$ cat src/rtl/pump_controller.sv
// Tank fill pump controller: IDLE/FILL/REST/FAULT sequencer with minimum on/off times and dwell timer.
// Optional fill time limit is enabled by defining FILL_TIMEOUT_EN.
module pump_controller #(
  parameter int unsigned MIN_ON_S       = 5,
  parameter int unsigned MIN_OFF_S      = 10,
  parameter int unsigned FILL_TIMEOUT_S = 120
) (
  input  logic       clk_100MHz,
  input  logic       reset,
  input  logic       tick_1Hz,
  input  logic       GOET,
  input  logic       LOET,
  input  logic       input_error,
  input  logic       fault_ack,
  output logic       pump_on,
  output logic [2:0] state,
  output logic       fault,
  output logic [7:0] dwell_s
);

  localparam int unsigned DW = 8;
  localparam logic [DW-1:0] MIN_ON    = DW'(MIN_ON_S);
  localparam logic [DW-1:0] MIN_OFF   = DW'(MIN_OFF_S);
  localparam logic [DW-1:0] FILL_TO   = DW'(FILL_TIMEOUT_S);
  localparam logic [DW-1:0] DWELL_MAX = '1;
`ifdef FILL_TIMEOUT_EN
  localparam logic TIMEOUT_EN = 1'b1;
`else
  localparam logic TIMEOUT_EN = 1'b0;
`endif

  typedef enum logic [2:0] {
    IDLE  = 3'd0,
    FILL  = 3'd1,
    REST  = 3'd2,
    FAULT = 3'd3
  } state_e;

  state_e state_q;
  state_e next_state_c;
  logic   fault_cond_c;

  // Sensor fault: explicit error flag or both thresholds asserted at once.
  assign fault_cond_c = input_error | (GOET & LOET);
  assign state        = state_q;

  // Next-state selection; the fault entry check always comes first.
  always_comb begin
    next_state_c = state_q;
    case (state_q)
      IDLE: begin
        if (fault_cond_c)          next_state_c = FAULT;
        else if (LOET && !GOET)    next_state_c = FILL;
      end
      FILL: begin
        if (fault_cond_c)                               next_state_c = FAULT;
        else if (GOET && (dwell_s >= MIN_ON))           next_state_c = REST;
        else if (TIMEOUT_EN && !GOET && (dwell_s >= FILL_TO)) next_state_c = FAULT;
      end
      REST: begin
        if (fault_cond_c)          next_state_c = FAULT;
        else if (dwell_s >= MIN_OFF) next_state_c = IDLE;
      end
      FAULT: begin
        if (fault_ack && !fault_cond_c) next_state_c = REST;
      end
      default: next_state_c = FAULT;
    endcase
  end

  // State, outputs and dwell timer; a tick coinciding with a state change is dropped.
  always_ff @(posedge clk_100MHz) begin
    if (!reset) begin
      state_q <= IDLE;
      pump_on <= 1'b0;
      fault   <= 1'b0;
      dwell_s <= '0;
    end else if (next_state_c != state_q) begin
      state_q <= next_state_c;
      pump_on <= (next_state_c == FILL);
      fault   <= (next_state_c == FAULT);
      dwell_s <= '0;
    end else if (tick_1Hz && (dwell_s != DWELL_MAX)) begin
      dwell_s <= dwell_s + 8'd1;
    end
  end

endmodule

$ cat config.mk
export PLATFORM = sky130hd
export DESIGN_NAME = pump_controller
export DESIGN_NICKNAME = d
export VERILOG_FILES = /design/src/rtl/pump_controller.sv
export SDC_FILE = /design/constraint.sdc
export NUM_CORES = 1
export LEC_CHECK = 0
export BUFFER_PORTS_ARGS = -buffer_cell sky130_fd_sc_hd__buf_2
export CORE_MARGIN = 5
export CORE_UTILIZATION = 46
export CTS_CLUSTER_DIAMETER = 80
export DETAILED_ROUTE_END_ITERATION = 10
export PLACE_DENSITY_LB_ADDON = 0.05
export SLEW_MARGIN = 20
export SYNTH_ARGS = -nofsm -noshare
export SYNTH_HDL_FRONTEND = slang
export SYNTH_SLANG_ARGS = --single-unit
$ cat constraint.sdc
create_clock -name clk_100MHz -period 2.15 [get_ports clk_100MHz]
set_input_delay 0.43 -clock clk_100MHz [delete_from_list [all_inputs] [get_ports clk_100MHz]]
set_output_delay 0.43 -clock clk_100MHz [all_outputs]
set_load 0.03 [all_outputs]
Yosys cells after proc, flatten, opt, wreduce, memory -nomap -nowiden
Cells that the tools add are included.
{ "word_totals": {"register_bits": 13, "input_bits": 7, "out_inout_bits": 13, "word_cells": 33} }
{ "op_classes": {"n_addsub": 1, "order_cmp": 2, "eq_ne": 7, "muxes": 8, "bitwise": 3, "n_reduce_logical": 8} }
{ "ops": {"columns": ["cell", "count"], "rows": [
  ["3-bit 2-to-1 mux", 7],
  ["3-bit one-hot mux with 4 select lines", 1],
  ["3-bit by 2-bit equality test with 1-bit output, second input constant", 3],
  ["8-bit by 1-bit adder with 8-bit output, second input constant", 1],
  ["8-bit by 3-bit >= comparator with 1-bit output, second input constant", 1],
  ["8-bit by 4-bit >= comparator with 1-bit output, second input constant", 1],
  ["8-bit != test, second input constant", 1],
  ["3-bit by 1-bit equality test with 1-bit output, second input constant", 2],
  ["1-bit logical AND", 4],
  ["3-bit logical NOT", 1],
  ["3-bit != test", 1],
  ["1-bit logical NOT", 2],
  ["2-bit OR reduction", 1],
  ["1-bit bitwise AND", 1],
  ["1-bit inverter", 1],
  ["1-bit OR", 1]
]} }

Depth between registers and ports, before layout
{ "logic_depth": {"ltp_word": 8, "ltp_mapped": 8, "ltp_nobuf": 7} }

Worst setup path after synthesis
No wires, ideal clock.
{ "synth_path": {"kind": "register to register", "start": "register dwell_s[0]", "end": "register pump_on", "setup_time_ps": 56, "t_arrival_ps": 2213, "required_time_ps": 2094, "slack_ps": -119, "path_stages_with_launch": 9, "path_buffers": 1, "synth_period_minus_slack_ps": 2269, "cell_sequence": "dfxtp_1 -> inv_1 -> ha_1 -> or3_1 -> a21oi_2 -> o221ai_1 -> or3b_1 -> buf_6 -> a2bb2o_4"} }
{ "synth_between": {"elab_chain_cells": 6, "elab_cells_between_ends": 10, "cone_classes": "order compare: 2; eq/ne: 2; mux: 5; reduce/logical: 1"} }
{ "synth_lines": {"columns": ["element", "line", "rtl"], "rows": [
  ["start, declared", "18", "output logic [7:0] dwell_s"],
  ["start signal, assigned", "84", "dwell_s <= dwell_s + 8'd1;"],
  ["8-bit by 3-bit >= comparator with 1-bit output", "57", "else if (GOET && (dwell_s >= MIN_ON)) next_state_c = REST;"],
  ["1-bit logical AND", "57", null],
  ["3-bit 2-to-1 mux", "57", null],
  ["3-bit 2-to-1 mux", "56", "if (fault_cond_c) next_state_c = FAULT;"],
  ["3-bit one-hot mux with 4 select lines *", "50", "case (state_q)"],
  ["3-bit by 1-bit equality test with 1-bit output or 3-bit != test (tied branches)", "80, 78", null],
  ["end signal, assigned", "80", "pump_on <= (next_state_c == FILL);"],
  ["end, declared", "15", "output logic pump_on,"]
]} }
Every way passes the cells marked *; elsewhere a longest branch is shown, timed or not.
A chain may end at the register's enable or synchronous reset.

Worst setup path in the final report
{ "layout_path": {"start": "register dwell_s[4]", "end": "register pump_on"} }
Same word-level chain as after synthesis.

==> results_dict.tcl <==
set metrics [dict create \
    netlist_area_sq_um 816 \
    synth_nets 108 \
    yosys_warnings 0 \
    power.leakage_nw 0.425 \
    cts_hold_buf 0 \
    grt_usage_pct 15.4 \
    drive_gt1_share_pct 33.6 \
    synthDistinctLibCells 40 \
    final_area_sq_um 1010 \
    crit_type "register to register" \
    dp.final_hpwl_um 1450 \
    grt_pass1_wl_um 3080 \
    gp_congestion 0.907 \
    preCtsSetupSlack_ns -0.0286 \
    htreeDepth 1 \
    drtPass1Iterations 4 \
    synth-edff-count 0 \
    die_w_um 52.1 \
    instances_no_fill 150 \
    path_max_fanout 10 \
    cp-end-kind "register" \
    portBuffers 19 \
    ioPinCount 20 \
    skew_ns 0.00295 \
    drt_wl_total_um 1900 \
    maxCapViolCount 0 \
    regArea_sq_um 263 \
    rows 15 \
    grt_pass1_vias 723 \
    synthTopCellsByArea "dfxtp_1 (32%), ha_1 (6.1%), nor2_1 (6.0%)" \
    cts.clk_slew.worst_paths_ns 0.08 \
    synth_largest_area_cell "dfxtp_1" \
    timing.fmax_ghz 0.509 \
    wl_per_cell_um 12.7 \
    cts_post_setup_buffers_inserted 0 \
    fin_crit_ns 1.96 \
    cp_slowest_cell "or4_4" \
    syn_to_final_growth_pct 24.4 \
    cp_data_required_time_ns 2.37 \
    die_area_sq_um 2720 \
    setup_ws_ns 0.186 \
    critPathMaxStageDelay_ns 0.58 \
    netlist.area_leader.share_pct 31.9 \
    final-hold-violation-count 0 \
    setup_viol 0 \
    core_region_area_sq_um 1710 \
    viasPerCell 5.31 \
    grt_max_degree 11 \
    path_buf_inv 0 \
    vias 797 \
    ys_seq_area_share_pct 31.9 \
    cts.sinks 13 \
    slew_viol_final 0 \
    ant_nets 0 \
    worstHoldPathType "input port to register" \
    insertion_delay_ns 0.27 \
    fill_cells 172 \
    diodes 0 \
    synth_top_flop_cell "dfxtp_1" \
    grt_antenna_before_repair 0 \
    multi_input_area_sq_um 509 \
    worstPathArrival_ns 2.19 \
    placed_area_sq_um 980 \
    route.detailed.drc 0 \
    status "finished, final reports clean" \
    drt-initial-drc-count 13 \
    cp_top_family "simple AND/OR/NAND/NOR gates" \
    cts_tree "done" \
    vdd_ir_drop_max_uv 330 \
    synth_cells 97 \
    cts_buffers 3 \
    fin_crit_sh_pct 91.3 \
    yosys_register_bits 13 \
    grt_overflow 0 \
    die_h_um 52.1 \
    path_cells "or4_4, a211oi_2, a221o_2, or3b_4, a2bb2o_4" \
    power_density_nw_per_um2 497 \
    avgSynthCellArea_sq_um 8.41 \
    async_reset_ff_share_pct 0 \
    clock_path_buffers 2 \
    fin_nets 137 \
    placedCellCount 146 \
    cts_root_buf "clkbuf_4" \
    whs_ns 0.414 \
    worstSetupStartpointType "register" \
    initial_utilization_pct 47.8 \
]
==> flip-flops by register name (all words and copies together) (netlist names) <==
name and flops:
dwell_s 8, fault 1, pump_on 1, state 3
==> stage by stage <==
stage	setup TNS, ns	total power, mW	utilization, %
after detailed placement	-0.0286	0.355	57.4
final	0	0.504	59.4
after CTS	0	0.507	59.0
after floorplan	0	0.323	-
after global routing	-0.0329	0.532	59.4
after global placement	-0.0300	0.354	57.4
==> repair_timing <==
item / in CTS / in global routing
setup endpoints to repair: 2 / 11
resized for setup: 1 / 4
pin swaps: 0 / 0
==> layout by cell type (no fill, tap or decap), drive strengths merged, types with 4 or more instances in the layout <==
master,count
ha,4
nor2,13
nand2,5
a21oi,7
buf,28
dfxtp,13
xnor2,4
inv,6
nand3,4
clkbuf,4
==> logic make-up after synthesis <==
group | synth area share (%)
adder cells (fa/ha/maj) | 6.14
AO/OA/AOI/OAI | 21.5
AND/OR/NAND/NOR | 25.9
XOR/XNOR | 7.52
buffers and inverters | 6.59
other | 0.460
flip-flops | 31.9
==> per-layer routing <==
layer | vias up | part of all wire [%] | GRT usage (%)
met5 | - | 0 | 0
met3 | 4 | 6.6 | 3.72
met4 | 0 | 1.3 | 8.73
li1 | 397 | - | -
met1 | 367 | 43 | 17.6
met2 | 29 | 49 | 25.9
==> synthesized netlist by cell type (2+ instances only) <==
cell and count:
dfxtp_1 13, nor2_1 13, a21oi_1 6, inv_1 6
nand2_1 5, ha_1 4, nand3_1 4, xnor2_1 4
nand2b_1 3, nand4_1 3, xor2_1 3, a2111oi_0 2
buf_4 2, nor3_1 2, or3b_2 2
==> power breakdown <==
group / internal, mW / leakage [nW] / switching [mW]
clock: 0.0718 / 0.0150 / 0.0786
sequential: 0.248 / 0.107 / 0.00399
combinational: 0.0414 / 0.303 / 0.0597
total: 0.362 / 0.425 / 0.142
==> path summary, 6_finish.rpt <==
check | start | to | slack (ns) | depth (start not counted)
min | reset | state[1] | 0.41 | 2
max reg2reg | dwell_s[4] | pump_on | 0.19 | 5
min reg2reg | fault | fault | 0.46 | 2
max | dwell_s[4] | pump_on | 0.19 | 5
==> final cells by class <==
cell class,instances,area share (%)
multi-input cells,74,50.2
flip-flops and latches,13,25.9
repair buffers,28,16.0
well taps,25,3.08
clock buffers,4,2.59
inverters,6,2.22
Note: power is estimated with default switching activity, not from simulation.
